File: src/rtl/cpu_wb_arbiter.sv
// Writeback arbiter and register scoreboard for the CPU register file port.
// Ports: clk_i/rst_i (sync, active-high); issue_* and raddr*/hazard* toward
// decode; alu_*/lsu_* valid/ready result inputs; waddr_o/wdata_o/write_en_o
// registered register-file write port; err_o sticky unexpected-result flag.
module cpu_wb_arbiter #(
   parameter int CNT_W = 2
) (
   input  logic        clk_i,
   input  logic        rst_i,
   input  logic        issue_valid_i,
   input  logic [4:0]  issue_rd_i,
   output logic        issue_ready_o,
   input  logic [4:0]  raddr1_i,
   input  logic [4:0]  raddr2_i,
   output logic        hazard1_o,
   output logic        hazard2_o,
   input  logic        alu_valid_i,
   input  logic [4:0]  alu_rd_i,
   input  logic [31:0] alu_data_i,
   output logic        alu_ready_o,
   input  logic        lsu_valid_i,
   input  logic [4:0]  lsu_rd_i,
   input  logic [31:0] lsu_data_i,
   output logic        lsu_ready_o,
   output logic [4:0]  waddr_o,
   output logic [31:0] wdata_o,
   output logic        write_en_o,
   output logic        err_o
);

   localparam logic [CNT_W-1:0] CNT_MAX = '1;
   localparam logic [CNT_W-1:0] CNT_ONE = CNT_W'(1);

   logic [CNT_W-1:0] cnt [1:31];
   logic [CNT_W-1:0] cnt_all [32];
   logic             prio;
   logic             gnt_alu;
   logic             gnt_lsu;
   logic             grant;
   logic             issue_fire;
   logic             retire_hit;
   logic             err_set;
   logic [4:0]       sel_rd;
   logic [31:0]      sel_data;

   // x0 has no counter; expose a full 32-entry view that reads 0 there
   always_comb begin
      cnt_all[0] = '0;
      for (int i = 1; i < 32; i++) begin
         cnt_all[i] = cnt[i];
      end
   end

   assign issue_ready_o = (issue_rd_i == 5'd0) ||
                          (cnt_all[issue_rd_i] != CNT_MAX);
   assign issue_fire    = issue_valid_i && issue_ready_o &&
                          (issue_rd_i != 5'd0);

   assign hazard1_o = cnt_all[raddr1_i] != '0;
   assign hazard2_o = cnt_all[raddr2_i] != '0;

   // prio=1 lets the ALU win a tie, prio=0 the LSU
   assign gnt_alu = alu_valid_i && (!lsu_valid_i || prio);
   assign gnt_lsu = lsu_valid_i && (!alu_valid_i || !prio);
   assign grant   = gnt_alu || gnt_lsu;

   assign alu_ready_o = gnt_alu;
   assign lsu_ready_o = gnt_lsu;

   assign sel_rd   = gnt_alu ? alu_rd_i : lsu_rd_i;
   assign sel_data = gnt_alu ? alu_data_i : lsu_data_i;

   // A retire of the same register this edge already consumes one pending
   // write, so a single outstanding write leaves nothing for this result.
   assign retire_hit = write_en_o && (waddr_o == sel_rd);
   assign err_set    = grant && (sel_rd != 5'd0) &&
                       ((cnt_all[sel_rd] == '0) ||
                        (retire_hit && (cnt_all[sel_rd] == CNT_ONE)));

   always_ff @(posedge clk_i) begin
      if (rst_i) begin
         prio       <= 1'b0;
         write_en_o <= 1'b0;
         waddr_o    <= '0;
         wdata_o    <= '0;
         err_o      <= 1'b0;
         for (int i = 1; i < 32; i++) begin
            cnt[i] <= '0;
         end
      end else begin
         if (alu_valid_i && lsu_valid_i) begin
            prio <= !prio;
         end
         write_en_o <= grant && (sel_rd != 5'd0);
         if (grant) begin
            waddr_o <= sel_rd;
            wdata_o <= sel_data;
         end
         if (err_set) begin
            err_o <= 1'b1;
         end
         // inc and dec together cancel; dec saturates at zero
         for (int i = 1; i < 32; i++) begin
            if (issue_fire && (issue_rd_i == 5'(i)) &&
                !(write_en_o && (waddr_o == 5'(i)))) begin
               cnt[i] <= cnt[i] + CNT_ONE;
            end else if (write_en_o && (waddr_o == 5'(i)) &&
                         !(issue_fire && (issue_rd_i == 5'(i))) &&
                         (cnt[i] != '0)) begin
               cnt[i] <= cnt[i] - CNT_ONE;
            end
         end
      end
   end

endmodule

File: config.mk
export PLATFORM = sky130hd
export DESIGN_NAME = cpu_wb_arbiter
export DESIGN_NICKNAME = d
export VERILOG_FILES = /design/src/rtl/cpu_wb_arbiter.sv
export SDC_FILE = /design/constraint.sdc
export NUM_CORES = 1
export LEC_CHECK = 0
export BUFFER_PORTS_ARGS = -buffer_cell sky130_fd_sc_hd__buf_2
export CORE_ASPECT_RATIO = 2
export CORE_MARGIN = 2
export CORE_UTILIZATION = 30
export DETAILED_ROUTE_END_ITERATION = 10
export PLACE_DENSITY = 0.47
export SYNTH_ARGS = -nofsm -noshare
export SYNTH_HDL_FRONTEND = slang
export SYNTH_SLANG_ARGS = --single-unit
File: constraint.sdc
create_clock -name clk_i -period 2.7 [get_ports clk_i]
set_input_delay 0.54 -clock clk_i [delete_from_list [all_inputs] [get_ports clk_i]]
set_output_delay 0.54 -clock clk_i [all_outputs]
set_load 0.05 [all_outputs]
==> results.md <==
* Status: finished, violations left
* Failing checks: negative setup slack
* Worst path slowest cell: mux4_2
* Routed Antenna Nets at 0
* Post-Synth XOR/XNOR Area at 0.00328
* Clock Sinks at 102
* CP max FO at 4
* Final worst setup slack at -180 ps
* R2R setup slack at 100 ps
* Post-synthesis compound-gate area fraction at 0.224
* GR Overflow Total at 0
* Synth Area in Adders at 0.0485
* Synth Register Bits at 102
* Iteration-0 DRC Markers at 450
* Post-Syn Instances at 949
* Pwr dens at 441 nW/um^2
* CTS tree: built
* Yosys Warn Count at 0
* Global-route wire length before repair at 49900 um
* CTS root buf: clkbuf_16
* Clk_lat worst skew at 370 ps
* DR vias at 8237
* Row count at 84
* Final Hold Slack at 424 ps
* Fin. Hold Viols at 0
* Vias in the first global route at 8408
* Synth unique cells at 68
* Filler cell count at 2902
* Actual slew at the worst max-slew pin at 631 ps
* Largest net degree at the start of global routing at 53
* Critical path arrival at 2340 ps
* DP HPWL at 26700 um
* Unrepaired setup endpoints after global routing: yes
* Pleak at 4.20 nW
* Share of the synthesized area in the top cell type at 0.233
* Final clock skew at 9.30 ps
* Slew headroom at 0.579
* Global Route Usage Sum at 0.237
* Peak supply drop at 0.328 mV
* Min Tclk post-route at 2880 ps
* Critical path capture point type: primary output
* Levels on crit path at 8
* Family with the most delay on the worst path: multiplexers
* Max cap viols at 0
* Chip width at 119 um
* Crit-path cells: nand3_1, o31ai_1, mux4_2, mux2i_2, nand2_1, o21a_1, inv_1, buf_6
* CTS clk-pin slew, worst paths at 80 ps
* Seq/Total Area, Yosys at 0.333
* Syn nets at 1074
* Final Util at 0.386
* Port bufs at 137
* Mux share of post-synthesis cell area at 0.0984
* TritonCTS Buffers at 9
* Main combinational cell family by area after synthesis: compound AO/OA/AOI/OAI gates
* Part of the cycle the worst path needs at 1.07
* Fmax at 347 MHz
* Launching element type of the critical path: flop
* Initial Utilization at 0.305
* Tightest Hold Check Type: input port to flop
* Main synth FF type: edfxtp_1
* FF-to-FF Start: cnt[0][62]
* IO Pins at 138
* Crit-path max cell delay at 540 ps
* Max Slew Vio Count at 0
* Post-synth top area cell: edfxtp_1
* Vias/cell at 5.49
* Synth top area cells: edfxtp_1 (23%), dfxtp_1 (10%), nand2_1 (6.1%)
* Die height at 235 um
* Critical R2R Capture: cnt[0][26]
* Die footprint at 28100 um^2
* CP Capture Point: issue_ready_o
* GP Congestion at 0.952
* Hold-fix buffers, CTS at 0
* Antenna violations before repair at 0
* DRT Wirelength at 33300 um
* WL/cell at 22.2 um
* Crit path buf inv count at 2
* Async SR Flop Fraction at 0
* Reg area at 2660 um^2
* Multi-input gate area at 4780 um^2
* Post-synth EDFFs at 62
* Setup CP Type: flop to primary output
* Simple-gate share of the synthesized area at 0.215
* Worst Reg-to-Reg Cells at 10
* Crit path from: cnt[0][62]
* Drt pass-1 iters at 5
* Layout cell share with drive strength beyond 1 at 0.289
* Clock Tree Buf Depth at 2
* P&R area growth vs syn at 26.6%
* Syn Std Cell Area at 8000 um^2
* Ant diodes at 0
* Final setup vio count at 3
* H-Tree Depth at 3
* Req. time, crit path at 2160 ps
* Nets@finish at 1277
* DRC errors left at 0
* Synthesized area per cell at 8.43 um^2
* Core ar. at 26300 um^2
==> layer usage <==
metal	part of all wire	global-route usage
met5	0	0
met4	0.068	0.145
met3	0.059	0.0405
met2	0.53	0.440
met1	0.35	0.242
==> cells in the final DEF (no fill, tap or decap), drive strengths merged, types with 2 or more instances in the layout <==
cell    count
or2         3
ha         31
inv        66
a21oi      62
dfxtp      40
a22oi       2
nor4        2
nor2       84
nand3      63
a211oi     25
o41ai       5
nor2b      13
and2        9
nor4b       2
nand2     131
buf       267
mux2        2
xnor2       2
o31ai      15
clkbuf     11
a21o        4
or3         2
nand2b      7
a311oi     34
a221oi      3
clkinv      6
a21boi      3
mux2i      41
a2111o     24
o21a        5
nor3       39
mux4       15
nand4       9
and3        6
o21ai      17
o211ai     32
edfxtp     62
nand3b      2
==> layout make-up <==
cell class | count | area share
inverter | 67 | 0.0253
timing repair buffer | 267 | 0.171
tap | 344 | 0.0425
clock inverter | 5 | 0.00358
multi-input combinational | 705 | 0.472
clock buffer | 11 | 0.0232
sequential | 102 | 0.263
==> how the worst min path moves through the flow <==
stage / startpoint / end / slack (ps) / depth (start not counted)
final: alu_data_i[13] / wdata_o[13] / 420 / 3
after global routing: alu_data_i[25] / wdata_o[25] / 430 / 3
after global placement: err_o / err_o / 460 / 2
after detailed placement: err_o / err_o / 460 / 2
after CTS: alu_data_i[24] / wdata_o[24] / 410 / 3
after floorplan: prio / prio / 520 / 2
==> report_power, final <==
group,switching (W),internal (W)
clock,0.000652,0.000636
sequential,0.0000841,0.00174
combinational,0.000866,0.000494
total,0.00160,0.00287
==> tightest hold or removal path: stages <==
cell and delay (ps):
buf_2 100, nand2_1 40, a311oi_1 70
==> cells in the mapped netlist (4+ instances only) <==
| master | instances |
|---|---|
| buf_2 | 13 |
| and2_1 | 8 |
| ha_1 | 31 |
| a2111o_1 | 24 |
| o41ai_1 | 4 |
| and3_1 | 4 |
| nor2b_1 | 13 |
| o21a_1 | 5 |
| a311oi_1 | 34 |
| a21oi_1 | 61 |
| mux4_2 | 15 |
| buf_1 | 8 |
| nand2b_1 | 6 |
| o211ai_1 | 32 |
| o31ai_1 | 15 |
| dfxtp_1 | 40 |
| inv_1 | 64 |
| nor2_1 | 82 |
| buf_6 | 8 |
| nand4_1 | 9 |
| nand2_1 | 130 |
| clkbuf_1 | 44 |
| a21o_1 | 4 |
| mux2i_1 | 40 |
| o21ai_0 | 14 |
| nand3_1 | 63 |
| a211oi_1 | 24 |
| nor3_1 | 39 |
| edfxtp_1 | 62 |
==> state kept, by name, indices dropped and copies added, names as in the netlist <==
signal and cells:
write_en_o 1, waddr_o 5, prio 1, err_o 1
cnt 62, wdata_o 32
==> logic make-up (layout without fill, tap and decap cells) <==
logic type,count (synthesis),count (layout)
simple gates,373,373
compound gates,240,240
buf+inv,142,350
flops,102,102
mux,58,58
fa+ha+maj,31,31
xor+xnor,3,3
==> metrics by stage <==
step | TNS [ps] | instances | setup slack [ps] | power [W] | instance area, um^2
final | -457 | 1501 | -180 | 0.00447 | 10100
after global routing | -584 | 1501 | -218 | 0.00466 | 10100
after CTS | -387 | 1497 | -148 | 0.00451 | 10100
after detailed placement | -13510 | 1456 | -298 | 0.00317 | 9570
after global placement | -9600 | 1456 | -246 | 0.00317 | 9570
after floorplan | 0 | 949 | 104 | 0.00265 | 8010
==> timing repair <==
action                     in CTS  in global routing
setup buffers                  25                  6
setup endpoints to repair       3                 11
pin swaps                       7                  3
resized for setup              17                  4
Power figures use the tool's default switching activity.
